==> config.mk <==
export PLATFORM = sky130hd
export DESIGN_NAME = mem_line_arbiter
export DESIGN_NICKNAME = d
export VERILOG_FILES = /design/src/rtl/mem_line_arbiter.sv
export SDC_FILE = /design/constraint.sdc
export NUM_CORES = 1
export LEC_CHECK = 0
export BUFFER_PORTS_ARGS = -buffer_cell sky130_fd_sc_hd__buf_2
export CORE_AREA = 2 2 147 149
export DETAILED_ROUTE_END_ITERATION = 10
export DIE_AREA = 0 0 149 151
export GPL_ROUTABILITY_DRIVEN = 0
export GPL_TIMING_DRIVEN = 0
export PLACE_DENSITY_LB_ADDON = 0.1
export SYNTH_ARGS = -nofsm -noshare
export SYNTH_HDL_FRONTEND = slang
export SYNTH_SLANG_ARGS = --single-unit
==> constraint.sdc <==
create_clock -name clk -period 2.3 [get_ports clk]
set_input_delay 0.115 -clock clk [delete_from_list [all_inputs] [get_ports clk]]
set_output_delay 0.115 -clock clk [all_outputs]
set_load 0.05 [all_outputs]
==> src/rtl/mem_line_arbiter.sv <==
// mem_line_arbiter: shares one line-wide memory port between I-cache fills and D-cache fills/write-backs
module mem_line_arbiter #(
  parameter int WORD_SIZE   = 16,
  parameter int LINE_SIZE   = 64,
  parameter int MEM_LATENCY = 4
) (
  input  logic                 clk,
  input  logic                 reset,
  input  logic                 i_readM,
  input  logic [WORD_SIZE-1:0] i_address,
  output logic [LINE_SIZE-1:0] i_rdata,
  output logic                 i_ready,
  input  logic                 d_readM,
  input  logic                 d_writeM,
  input  logic [WORD_SIZE-1:0] d_address,
  input  logic [LINE_SIZE-1:0] d_wdata,
  output logic [LINE_SIZE-1:0] d_rdata,
  output logic                 d_ready,
  output logic                 mem_readM,
  output logic                 mem_writeM,
  output logic [WORD_SIZE-1:0] mem_address,
  output logic [LINE_SIZE-1:0] mem_wdata,
  input  logic [LINE_SIZE-1:0] mem_rdata
);
  typedef enum logic [1:0] {IDLE, BUSY, RESP} state_t;
  typedef enum logic [1:0] {G_I, G_DR, G_DW} grant_t;
  state_t state, state_n;
  grant_t grant, grant_n;
  logic [3:0] cnt;
  logic last_grant_d, req, d_pick;
  logic [WORD_SIZE-1:0] addr_q;
  logic [LINE_SIZE-1:0] wdata_q;
  always_comb begin
    req = i_readM | d_readM | d_writeM;
    d_pick = (d_readM | d_writeM) & ~(i_readM & last_grant_d);
    grant_n = d_pick ? (d_writeM ? G_DW : G_DR) : G_I;
    state_n = state == IDLE ? (req ? BUSY : IDLE) : state == BUSY ? (cnt == 4'd0 ? RESP : BUSY) : IDLE;
  end
  always_ff @(posedge clk) begin
    if (reset) begin
      state <= IDLE;
      grant <= G_I;
      cnt <= 4'd0;
      last_grant_d <= 1'b0;
      addr_q <= '0;
      wdata_q <= '0;
      i_rdata <= '0;
      d_rdata <= '0;
    end else begin
      state <= state_n;
      if (state == IDLE && req) begin
        grant <= grant_n;
        last_grant_d <= d_pick;
        cnt <= 4'(MEM_LATENCY - 1);
        addr_q <= (d_pick ? d_address : i_address) & ~WORD_SIZE'(3);
        if (grant_n == G_DW) wdata_q <= d_wdata;
      end
      if (state == BUSY) begin
        cnt <= cnt == 4'd0 ? 4'd0 : cnt - 4'd1;
        if (cnt == 4'd0 && grant == G_I) i_rdata <= mem_rdata;
        if (cnt == 4'd0 && grant == G_DR) d_rdata <= mem_rdata;
      end
    end
  end
  assign mem_readM   = state == BUSY && grant != G_DW;
  assign mem_writeM  = state == BUSY && grant == G_DW;
  assign mem_address = addr_q;
  assign mem_wdata   = wdata_q;
  assign i_ready     = state == RESP && grant == G_I;
  assign d_ready     = state == RESP && grant != G_I;
endmodule

==> flow_metrics.tcl <==
set metrics [dict create \
    clock_path_buffers 3 \
    synthToLayoutAreaGrowth_pct 52.1 \
    grt-ovfl-total 0 \
    start_util_pct 41.9 \
    r2r_start "state[0]$_SDFF_PP0_" \
    total_power_w 0.0106 \
    dp_hpwl_um 19900 \
    drv_slew 0 \
    clkPwrFrac_pct 36.5 \
    clkTransAtPathRegs_ns 0.06 \
    synthAdderAreaFrac_pct 0 \
    final_util_pct 63.8 \
    hold_depth 4 \
    min_period_ns 2.09 \
    synth_mux_area_share_pct 14.7 \
    drt_iter0_drc 311 \
    pin_count 377 \
    wl_per_cell_um 16.2 \
    cts_htree_levels 1 \
    p_comb_share_pct 24.6 \
    hp-class "primary input to register" \
    drt_first_pass_iters 5 \
    met3_length_um 2160 \
    dr_wl_met2_um 13900 \
    critPathMaxFanout 10 \
    power_frac_seq_pct 38.9 \
    reg2reg_depth 6 \
    skew_ns 0.0160 \
    antenna_found_initial 0 \
    design.core.area_sq_um 20800 \
    grt_max_degree 13 \
    drtAntennaViolNets 0 \
    max_freq_mhz 479 \
    leakage_nw 6.17 \
    postCtsSetupRepairBufs 0 \
    r2r_slack_ns 0.21 \
    rows 53 \
    tritoncts "done" \
    cts_sinks 215 \
    rsz0062_at_grt "no" \
    layoutNonFillerInstCount 1760 \
    top_layer "met4" \
    setup_violations 0 \
    outcome "finished clean" \
    p_int_w 0.00719 \
    fin_crit_sh_pct 90.7 \
    worst_setup_path_start_kind "register" \
    worstHoldEndpoint "grant[0]$_SDFFE_PP0P_" \
    synth.cell_area_sq_um 8730 \
    vias_per_cell 4.90 \
    hold_start "d_readM" \
    num_vias 8617 \
    max-cap-violations 0 \
    nets 1635 \
    numCtsBuffers 24 \
    slew_headroom_pct 59.2 \
    hold_violations 0 \
    crit_type "register to register" \
    wl_met1_um 11600 \
    die-area_sq_um 22500 \
    p_sw_share_pct 32.1 \
    synth-xor-area-share_pct 0 \
    p_sw_w 0.00340 \
    syn_avg_cell_area_sq_um 9.48 \
    worst_ir_drop_vdd_v 0.000539 \
    clkLatencyLatePin_ns 0.51 \
    ys_ff_latch 215 \
    tns_ns 0 \
    drive_above_1_share_pct 28.5 \
    grt_pass1_vias 8625 \
    die_w_um 149 \
    diodes 0 \
    tightestPinTransition_ns 0.609 \
    wirelength_um 28500 \
    gr-usage-all-layers_pct 23.9 \
    end_kind "register" \
    synth_top_family_by_area "simple AND/OR/NAND/NOR gates" \
    ys.warnings.count 0 \
    dp.cells 1564 \
    powerDensity_nw_per_um2 798 \
    drc 0 \
    io_buffers 368 \
    synth_cells 920 \
    required_ns 2.72 \
    yosysUniqueCellTypes 34 \
    ys_seq_area_share_pct 49.3 \
    die_h_um 151 \
    yosys.area_share.simple_pct 20.7 \
    root_buffer "clkbuf_16" \
    rr_endpoint "i_rdata[13]$_SDFFE_PP0P_" \
    grt_pass1_wl_um 43800 \
    synth_compound_area_share_pct 10.9 \
    cp.arrival_ns 2.50 \
]
[through the flow]
stage                     hold slack, ns  cell area (sq um)  setup WS, ns
after global placement             0.369              10900        0.0909
after floorplan                    0.263               8730         0.428
final                             0.0795              13300         0.214
after detailed placement           0.372              10900        0.0259
after global routing               0.144              13300        0.0411
after CTS                         0.0597              13300        0.0965
[cells in the final DEF (no fill, tap or decap), types with 3 or more instances in the layout]
master and count:
nand2b_1 194, clkinv_2 3, dfxtp_1 215, o21ai_0 70
nor2_1 5, dlygate4sd3_1 156, a311oi_1 14, nor4_1 3
nand2_1 31, a21oi_1 83, mux2i_1 128, buf_6 3
nand3_1 66, buf_2 375, clkbuf_16 25, clkbuf_8 5
clkbuf_1 71, buf_4 6, nor3_1 3
[what timing repair did]
item                       in CTS  in global routing
setup endpoints to repair       0                 24
resized for setup               0                  1
hold buffers                  156                  0
hold endpoints to repair      206                  0
[logic make-up (layout without fill, tap and decap cells)]
group           count (synthesis)  count (layout)
mux                           128             128
simple gates                  315             315
flops                         215             215
compound gates                175             175
other cells                     1               2
buf+inv                        86             650
[Yosys cell counts]
cell         n  area share [%]
nor2b_1      1           0.072
buf_2        7            0.40
nand4_1      1           0.072
a21oi_1     83             4.8
a211oi_1     1           0.086
mux2i_1    128              15
o2bb2ai_1    1            0.10
nor4_1       4            0.29
o21a_1       1           0.086
or4_4        1            0.13
or3_1        2            0.14
a2111oi_0    1            0.10
a211o_1      1            0.10
buf_4        6            0.52
buf_1        1           0.043
nor3_1       3            0.17
conb_1       1           0.043
nand2_1     31             1.3
or2_2        1           0.072
nand2b_1   194              14
o21ai_0     70             4.0
a31oi_1      1           0.072
a221oi_1     1            0.10
clkbuf_1    67             2.9
a2bb2oi_1    1            0.10
or4_1        2            0.17
buf_6        3            0.39
inv_1        2           0.086
nor4b_1      2            0.20
dfxtp_1    215              49
nand3_1     66             3.8
a311oi_1    14             1.4
nor2_1       5            0.22
and3_1       2            0.14
[worst max path at each step]
stage,startpoint,depth (start not counted),endpoint
floorplan,cnt[0]$_SDFFE_PP0P_,6,d_rdata[10]$_SDFFE_PP0P_
global placement,reset,5,state[1]$_SDFF_PP0_
detailed placement,reset,5,state[1]$_SDFF_PP0_
CTS,cnt[0]$_SDFFE_PP0P_,6,i_rdata[13]$_SDFFE_PP0P_
global route,state[0]$_SDFF_PP0_,5,i_rdata[59]$_SDFFE_PP0P_
finish,state[0]$_SDFF_PP0_,6,i_rdata[13]$_SDFFE_PP0P_
[area by class of cell]
cell class | instances | area [sq um]
Sequential cell | 215 | 4300
Clock inverter | 6 | 82.6
Fill cell | 1794 | 7550
Inverter | 2 | 7.51
Clock buffer | 35 | 713
Buffer | 83 | 365
Tap cell | 275 | 344
Multi-Input combinational cell | 620 | 4060
Timing Repair Buffer | 524 | 3400
[registers in the layout (all words and copies together), names as in the netlist]
signal        cells
i_rdata          64
cnt               4
mem_wdata        64
d_rdata          64
last_grant_d      1
mem_address      14
grant             2
state             2
[per-layer routing]
layer  vias up  GRT usage, %
met1      3987          28.4
li1       4255             -
met3        50          5.84
met5         -             0
met2       325          42.4
met4         0          8.05
[power groups by stage]
stage                     Combinational (W)  Sequential (W)  Clock [W]
after floorplan                    0.000850         0.00505          0
after global placement              0.00238         0.00419          0
after detailed placement            0.00238         0.00420          0
after CTS                           0.00260         0.00412    0.00394
after global routing                0.00277         0.00415    0.00410
final                               0.00260         0.00412    0.00386
[worst max-delay path, cell delays in order (launching register included)]
cell and delay, ns:
dfxtp_1 0.30, clkbuf_1 0.27, nor2b_1 0.31, and3_1 0.19, buf_2 0.31, buf_2 0.38
mux2i_1 0.24
No activity file was read; power rests on OpenSTA's default activity.
